### src/rtl/fetch_next_pc.sv
// Fetch-side next-PC generator with a direct-mapped branch target buffer.
// Define BPRED_BTB_EN to build the BTB; otherwise fetch is purely sequential plus redirects.
module fetch_next_pc #(
    parameter int              ALEN        = 32,
    parameter logic [ALEN-1:0] RESET_PC    = '0,
    parameter int              BTB_ENTRIES = 32
) (
    input  logic            clk,
    input  logic            rst,
    output logic            fetch_valid,
    input  logic            fetch_ready,
    output logic [ALEN-1:0] fetch_addr,
    output logic            fetch_pred_taken,
    input  logic            redirect_valid,
    input  logic [ALEN-1:0] redirect_addr,
    input  logic            update_valid,
    input  logic [ALEN-1:0] update_pc,
    input  logic            update_taken,
    input  logic [ALEN-1:0] update_target,
    input  logic            btb_flush
);

    localparam int IDXW = $clog2(BTB_ENTRIES);
    localparam int TAGW = ALEN - 1 - IDXW;
    localparam logic [ALEN-3:0] WORD_ONE = 1;

    logic [ALEN-1:0] pc;
    logic [ALEN-1:0] pc_next;
    logic [ALEN-1:0] seq_pc;
    logic [ALEN-1:0] redirect_pc;
    logic [ALEN-1:0] pred_target;
    logic            hit;

    // Fetch is word-granular: a halfword-aligned pc still advances to the next word.
    assign seq_pc      = {pc[ALEN-1:2] + WORD_ONE, 2'b00};
    assign redirect_pc = {redirect_addr[ALEN-1:1], 1'b0};

    assign fetch_valid      = !rst;
    assign fetch_addr       = pc;
    assign fetch_pred_taken = hit;

    // NOTE: every always_comb output gets a default first so no path can infer a latch.
    always_comb begin
        pc_next = pc;
        if (redirect_valid) begin
            pc_next = redirect_pc;
        end else if (fetch_valid && fetch_ready) begin
            pc_next = hit ? pred_target : seq_pc;
        end
    end

    // NOTE: sequential state uses non-blocking assignments so all registers sample the same pre-edge values.
    always_ff @(posedge clk) begin
        if (rst) begin
            pc <= RESET_PC;
        end else begin
            pc <= pc_next;
        end
    end

`ifdef BPRED_BTB_EN
    logic [BTB_ENTRIES-1:0] btb_valid;
    logic [TAGW-1:0]        btb_tag    [BTB_ENTRIES];
    logic [ALEN-2:0]        btb_target [BTB_ENTRIES];

    logic [IDXW-1:0] rd_idx;
    logic [TAGW-1:0] rd_tag;
    logic [IDXW-1:0] wr_idx;
    logic [TAGW-1:0] wr_tag;
    logic            wr_en;
    logic            unused_btb;

    assign rd_idx = pc[IDXW:1];
    assign rd_tag = pc[ALEN-1:IDXW+1];
    assign wr_idx = update_pc[IDXW:1];
    assign wr_tag = update_pc[ALEN-1:IDXW+1];
    assign wr_en  = !rst && !btb_flush && update_valid && update_taken;

    // Lookup sees the pre-write contents when training hits the same index this cycle.
    assign hit         = !rst && btb_valid[rd_idx] && (btb_tag[rd_idx] == rd_tag);
    assign pred_target = {btb_target[rd_idx], 1'b0};

    // Flush beats a same-cycle update; a not-taken update only kills its own tag.
    always_ff @(posedge clk) begin
        if (rst || btb_flush) begin
            btb_valid <= '0;
        end else if (update_valid) begin
            if (update_taken) begin
                btb_valid[wr_idx] <= 1'b1;
            end else if (btb_tag[wr_idx] == wr_tag) begin
                btb_valid[wr_idx] <= 1'b0;
            end
        end
    end

    // NOTE: tag/target storage has no reset; the valid bits alone decide whether an entry is live.
    always_ff @(posedge clk) begin
        if (wr_en) begin
            btb_tag[wr_idx]    <= wr_tag;
            btb_target[wr_idx] <= update_target[ALEN-1:1];
        end
    end

    assign unused_btb = ^{redirect_addr[0], update_pc[0], update_target[0]};
`else
    logic unused_btb;

    assign hit         = 1'b0;
    assign pred_target = '0;
    assign unused_btb  = ^{redirect_addr[0], update_valid, update_pc, update_taken,
                           update_target, btb_flush};
`endif

endmodule

### config.mk
export PLATFORM = sky130hd
export DESIGN_NAME = fetch_next_pc
export DESIGN_NICKNAME = d
export VERILOG_FILES = /design/src/rtl/fetch_next_pc.sv
export SDC_FILE = /design/constraint.sdc
export NUM_CORES = 1
export LEC_CHECK = 0
export CAP_MARGIN = 15
export CORE_MARGIN = 2
export CORE_UTILIZATION = 25
export DETAILED_ROUTE_END_ITERATION = 10
export GPL_TIMING_DRIVEN = 0
export PLACE_DENSITY_LB_ADDON = 0.08
export SLEW_MARGIN = 20
export SYNTH_ARGS = -nofsm -noshare
export SYNTH_HDL_FRONTEND = slang
export SYNTH_SLANG_ARGS = --single-unit
### constraint.sdc
create_clock -name clk -period 4.7 [get_ports clk]
set_input_delay 0.705 -clock clk [delete_from_list [all_inputs] [get_ports clk]]
set_output_delay 0.705 -clock clk [all_outputs]
set_load 0.03 [all_outputs]
# Word level (Yosys, flattened, before mapping)
# Cells that the tools add are included.
dict set report classes {
  addsub 1
  n_mux 2
  reduce_logical 3
}
# operator count
set op_table {}
lappend op_table {{$mux W32} 2}
lappend op_table {{$add A30 B1 Y30 const B} 1}
lappend op_table {{$reduce_bool A2 Y1} 1}
lappend op_table {{$logic_and A1 B1 Y1} 1}
lappend op_table {{$logic_not A1 Y1} 1}
dict set report word_totals {
  ff_bits 31
  input_bits 103
  out_inout_bits 34
  elab_cells 7
}

# Longest topological paths before layout
dict set report depth {
  word_depth 4
  ltp_mapped 6
  ltp_nobuf 5
}

# Worst setup path before layout
# OpenSTA, ideal clock, no wires.
dict set report synth_timing {
  kind {in2reg}
  start {input rst}
  end {register pc[21] (netlist: fetch_addr[21])}
  setup_ns 0.091
  arrival_ns 2.023
  required_time_ns 4.609
  slack_ns 2.586
  cell_stages 5
  path_buffers 1
  path_cell_list {buf_2 nand4b_4 nor3_1 or3b_2 a311oi_1}
}
dict set report synth_via {
  elab_chain_cells 3
}
# item line
set synth_lines {}
lappend synth_lines {{start, declared} 9} ;# input logic rst,
lappend synth_lines {{$logic_not A1 Y1} 38} ;# assign fetch_valid = !rst;
lappend synth_lines {{$logic_and A1 B1 Y1} 47} ;# end else if (fetch_valid && fetch_ready) begin
lappend synth_lines {{$reduce_bool A2 Y1 (no line)} -}
lappend synth_lines {{end signal, assigned} 57} ;# pc <= pc_next;
lappend synth_lines {{end, declared} 27} ;# logic [ALEN-1:0] pc;
# Several ways; a longest one is shown, not always the timed one.
# A chain may end at the register's enable or synchronous reset.

# Worst setup path in the final report
dict set report layout_timing {
  start {input rst}
  end {output fetch_valid}
}
dict set report layout_via {
  elab_chain_cells 1
}
# item line
set layout_lines {}
lappend layout_lines {{$logic_not A1 Y1} 38}
lappend layout_lines {{end, declared} 10} ;# output logic fetch_valid,
# No other way between the ends.

==> impl_metrics.tcl <==
set metrics [dict create \
    status "finished, final reports clean" \
    firstDrtPassIters 4 \
    synth-simple-area-share 0.357 \
    synth.largest_area_cell "dfxtp_1" \
    initial_utilization 0.257 \
    diodes 0 \
    clock_sinks 31 \
    synth_top_family_by_area "simple AND/OR/NAND/NOR gates" \
    via_per_inst 5.29 \
    relSlewSlack 0.432 \
    finalSetupTns_ns 0 \
    gp_congestion 0.783 \
    vias 2204 \
    cp_slowest_cell "clkdlybuf4s50_1" \
    setup_viol 0 \
    async_flop_share 0 \
    synth_top_cells_by_area "dfxtp_1 (31%), nand4_1 (5.4%), nor2_1 (4.8%), a211oi_1 (3.8%), a311oi_1 (3.1%)" \
    yosysSeqAreaShare 0.315 \
    worst_pin_slew_ns 0.844 \
    fin_cells 417 \
    num-nets-final 420 \
    hold_viol_final 0 \
    clock_skew_ns 0.00572 \
    drc_errors 0 \
    post-place-cells 411 \
    clock_path_buffers 2 \
    cts_tree "done" \
    p_per_area_nw_per_um2 242 \
    worstSetupStartpoint "rst" \
    finalCriticalPeriod_ns 2.84 \
    synth-seq-cells 31 \
    synth_mux_area_frac 0.0152 \
    drv_cap 0 \
    yosysMostFrequentCell "dfxtp_1" \
    post-cts-setup-buffers 0 \
    cts_resized 0 \
    clk_latency_ns 0.28 \
    largest_reg_flops 31 \
    io-pin-count 137 \
    die_w_um 92.8 \
    hp-class "register to register" \
    max_stage_delay_ns 0.77 \
    peakVddDrop_mv 0.0884 \
    post_synth_inst_count 244 \
    cts_root_buffer "clkbuf_8" \
    dpl.hpwl_um 5240 \
    synth-compound-area-share 0.200 \
    crit_family "buffers and inverters" \
    grt_pass1_vias 2119 \
    ant_nets 0 \
    portBuffers 64 \
    crit_path_cell_trace "buf_2 -> inv_1 -> clkbuf_1 -> clkdlybuf4s50_1" \
    crit_fanout 10 \
    drt_wl_total_um 7100 \
    yosysWarnings 0 \
    path_clk_slew_ns 0.06 \
    power_mw 0.683 \
    p_leak_nw 0.931 \
    synthXorXnorAreaFrac 0.0489 \
    r2r_start "fetch_addr[2]$_SDFFE_PP0P_" \
    holdBufCountCts 0 \
    synthFlopType "dfxtp_1" \
    rsz0062_at_grt "false" \
    crit_path_end "fetch_valid" \
    grt-ovfl-total 0 \
    cp_data_required_time_ns 3.99 \
    fp.coreArea_um2 7690 \
    grt_max_degree 11 \
    antenna_found_initial 0 \
    postSynthAreaPerCell_um2 8.08 \
    finalCritPeriodShare 0.604 \
    critPathArrivalTime_ns 2.13 \
    num-fill-cells 833 \
    r2r_end "fetch_addr[26]$_SDFFE_PP0P_" \
    dieHeight_um 92.8 \
    worstRegToRegCells 5 \
    criticalPathCategory "input port to primary output" \
    drv_slew 0 \
    fmax_mhz 352 \
    drive_gt1_frac 0.0698 \
    reg2reg_slack_ns 2.63 \
    synthTopCellsByCount "dfxtp_1 (31), nor2_1 (25), nand4_1 (17)" \
    synth_edf_count 0 \
    synthAdderAreaFrac 0.00635 \
    cts_inserted_buffers 5 \
    rows 32 \
    grt_pass1_wl_um 11200 \
    htreeDepth 2 \
    area_delta_synth_final_pct 43.1 \
    syn_area_um2 1970 \
    synthDistinctLibCells 51 \
    crit_path_end_kind "primary output" \
    yosysTopAreaCellShare 0.315 \
    drtIter0Drc 93 \
    critPathBufInv 4 \
    track_usage 0.169 \
    dieArea_um2 8610 \
    crit_cells 4 \
    start_kind "input port" \
    avgRoutedWirePerCell_um 17.0 \
]
==> final cells by class <==
class                      instances  area [um^2]  area share
buffer                            17         77.6      0.0275
clock buffer                       6         72.6      0.0257
inverter                           9         33.8      0.0120
multi-input combinational        188         1250       0.443
sequential                        31          621       0.220
tap                              102          128      0.0452
timing repair buffer              64          641       0.227
==> metal layers <==
| layer | vias up | track usage | wire length [um] |
|---|---|---|---|
| met5 | - | 0 | 0 |
| met2 | 74 | 0.274 | 3200 |
| li1 | 1084 | - | - |
| met3 | 7 | 0.0399 | 419 |
| met4 | 0 | 0.0404 | 87 |
| met1 | 1039 | 0.225 | 3400 |
==> placed cells by master (no fill, tap or decap), types with 4 or more instances in the layout <==
| cell | n |
|---|---|
| and3_1 | 5 |
| dfxtp_1 | 31 |
| a311oi_1 | 7 |
| a311o_1 | 4 |
| inv_1 | 9 |
| a211oi_1 | 10 |
| xor2_1 | 4 |
| clkdlybuf4s50_1 | 64 |
| nand2_1 | 14 |
| nand4_1 | 17 |
| xnor2_1 | 7 |
| nand3_1 | 11 |
| o2111a_1 | 4 |
| a21oi_1 | 6 |
| and4_1 | 5 |
| nor4_1 | 7 |
| nor3_1 | 9 |
| clkbuf_1 | 11 |
| clkbuf_8 | 5 |
| nor2_1 | 25 |
| nor2b_1 | 6 |
==> how the worst min path moves through the flow <==
| stage | end | depth (start not counted) | slack, ns | from |
|---|---|---|---|---|
| floorplan | fetch_addr[27]$_SDFFE_PP0P_ | 2 | 0.64 | fetch_addr[27]$_SDFFE_PP0P_ |
| global placement | fetch_addr[27]$_SDFFE_PP0P_ | 2 | 0.52 | fetch_addr[27]$_SDFFE_PP0P_ |
| detailed placement | fetch_addr[27]$_SDFFE_PP0P_ | 2 | 0.52 | fetch_addr[27]$_SDFFE_PP0P_ |
| CTS | fetch_addr[27]$_SDFFE_PP0P_ | 2 | 0.53 | fetch_addr[27]$_SDFFE_PP0P_ |
| global route | fetch_addr[27]$_SDFFE_PP0P_ | 2 | 0.56 | fetch_addr[27]$_SDFFE_PP0P_ |
| finish | fetch_addr[27]$_SDFFE_PP0P_ | 2 | 0.52 | fetch_addr[27]$_SDFFE_PP0P_ |
==> per-stage QoR <==
step | instance area [um^2] | setup WS [ns] | hold WS (ns) | util
floorplan | 1980 | 2.59 | 0.637 | -
global placement | 2740 | 1.80 | 0.515 | 0.357
detailed placement | 2740 | 1.81 | 0.519 | 0.357
CTS | 2820 | 1.80 | 0.530 | 0.366
global route | 2820 | 1.77 | 0.562 | 0.367
finish | 2820 | 1.86 | 0.524 | 0.367
==> where the power goes <==
part	internal [mW]	total, mW	switching, mW
Clock	0.0987	0.200	0.101
Combinational	0.0830	0.174	0.0910
Sequential	0.281	0.310	0.0288
Total	0.463	0.683	0.221
==> kinds of logic after synthesis <==
logic type | count (synthesis)
AND/OR/NAND/NOR | 121
other | 1
multiplexers | 3
flip-flops | 31
XOR/XNOR | 11
adder cells (fa/ha/maj) | 1
buffers and inverters | 26
AO/OA/AOI/OAI | 50
==> worst reg2reg max path, delay by kind of cell (launching register included) <==
family                     cells  cell delay (ns)
DFF                            1             0.53
AOI/OAI and AO/OA              2             0.44
adders and majority gates      1             0.35
and+or+nand+nor                2             0.69
Power figures use the tool's default switching activity.
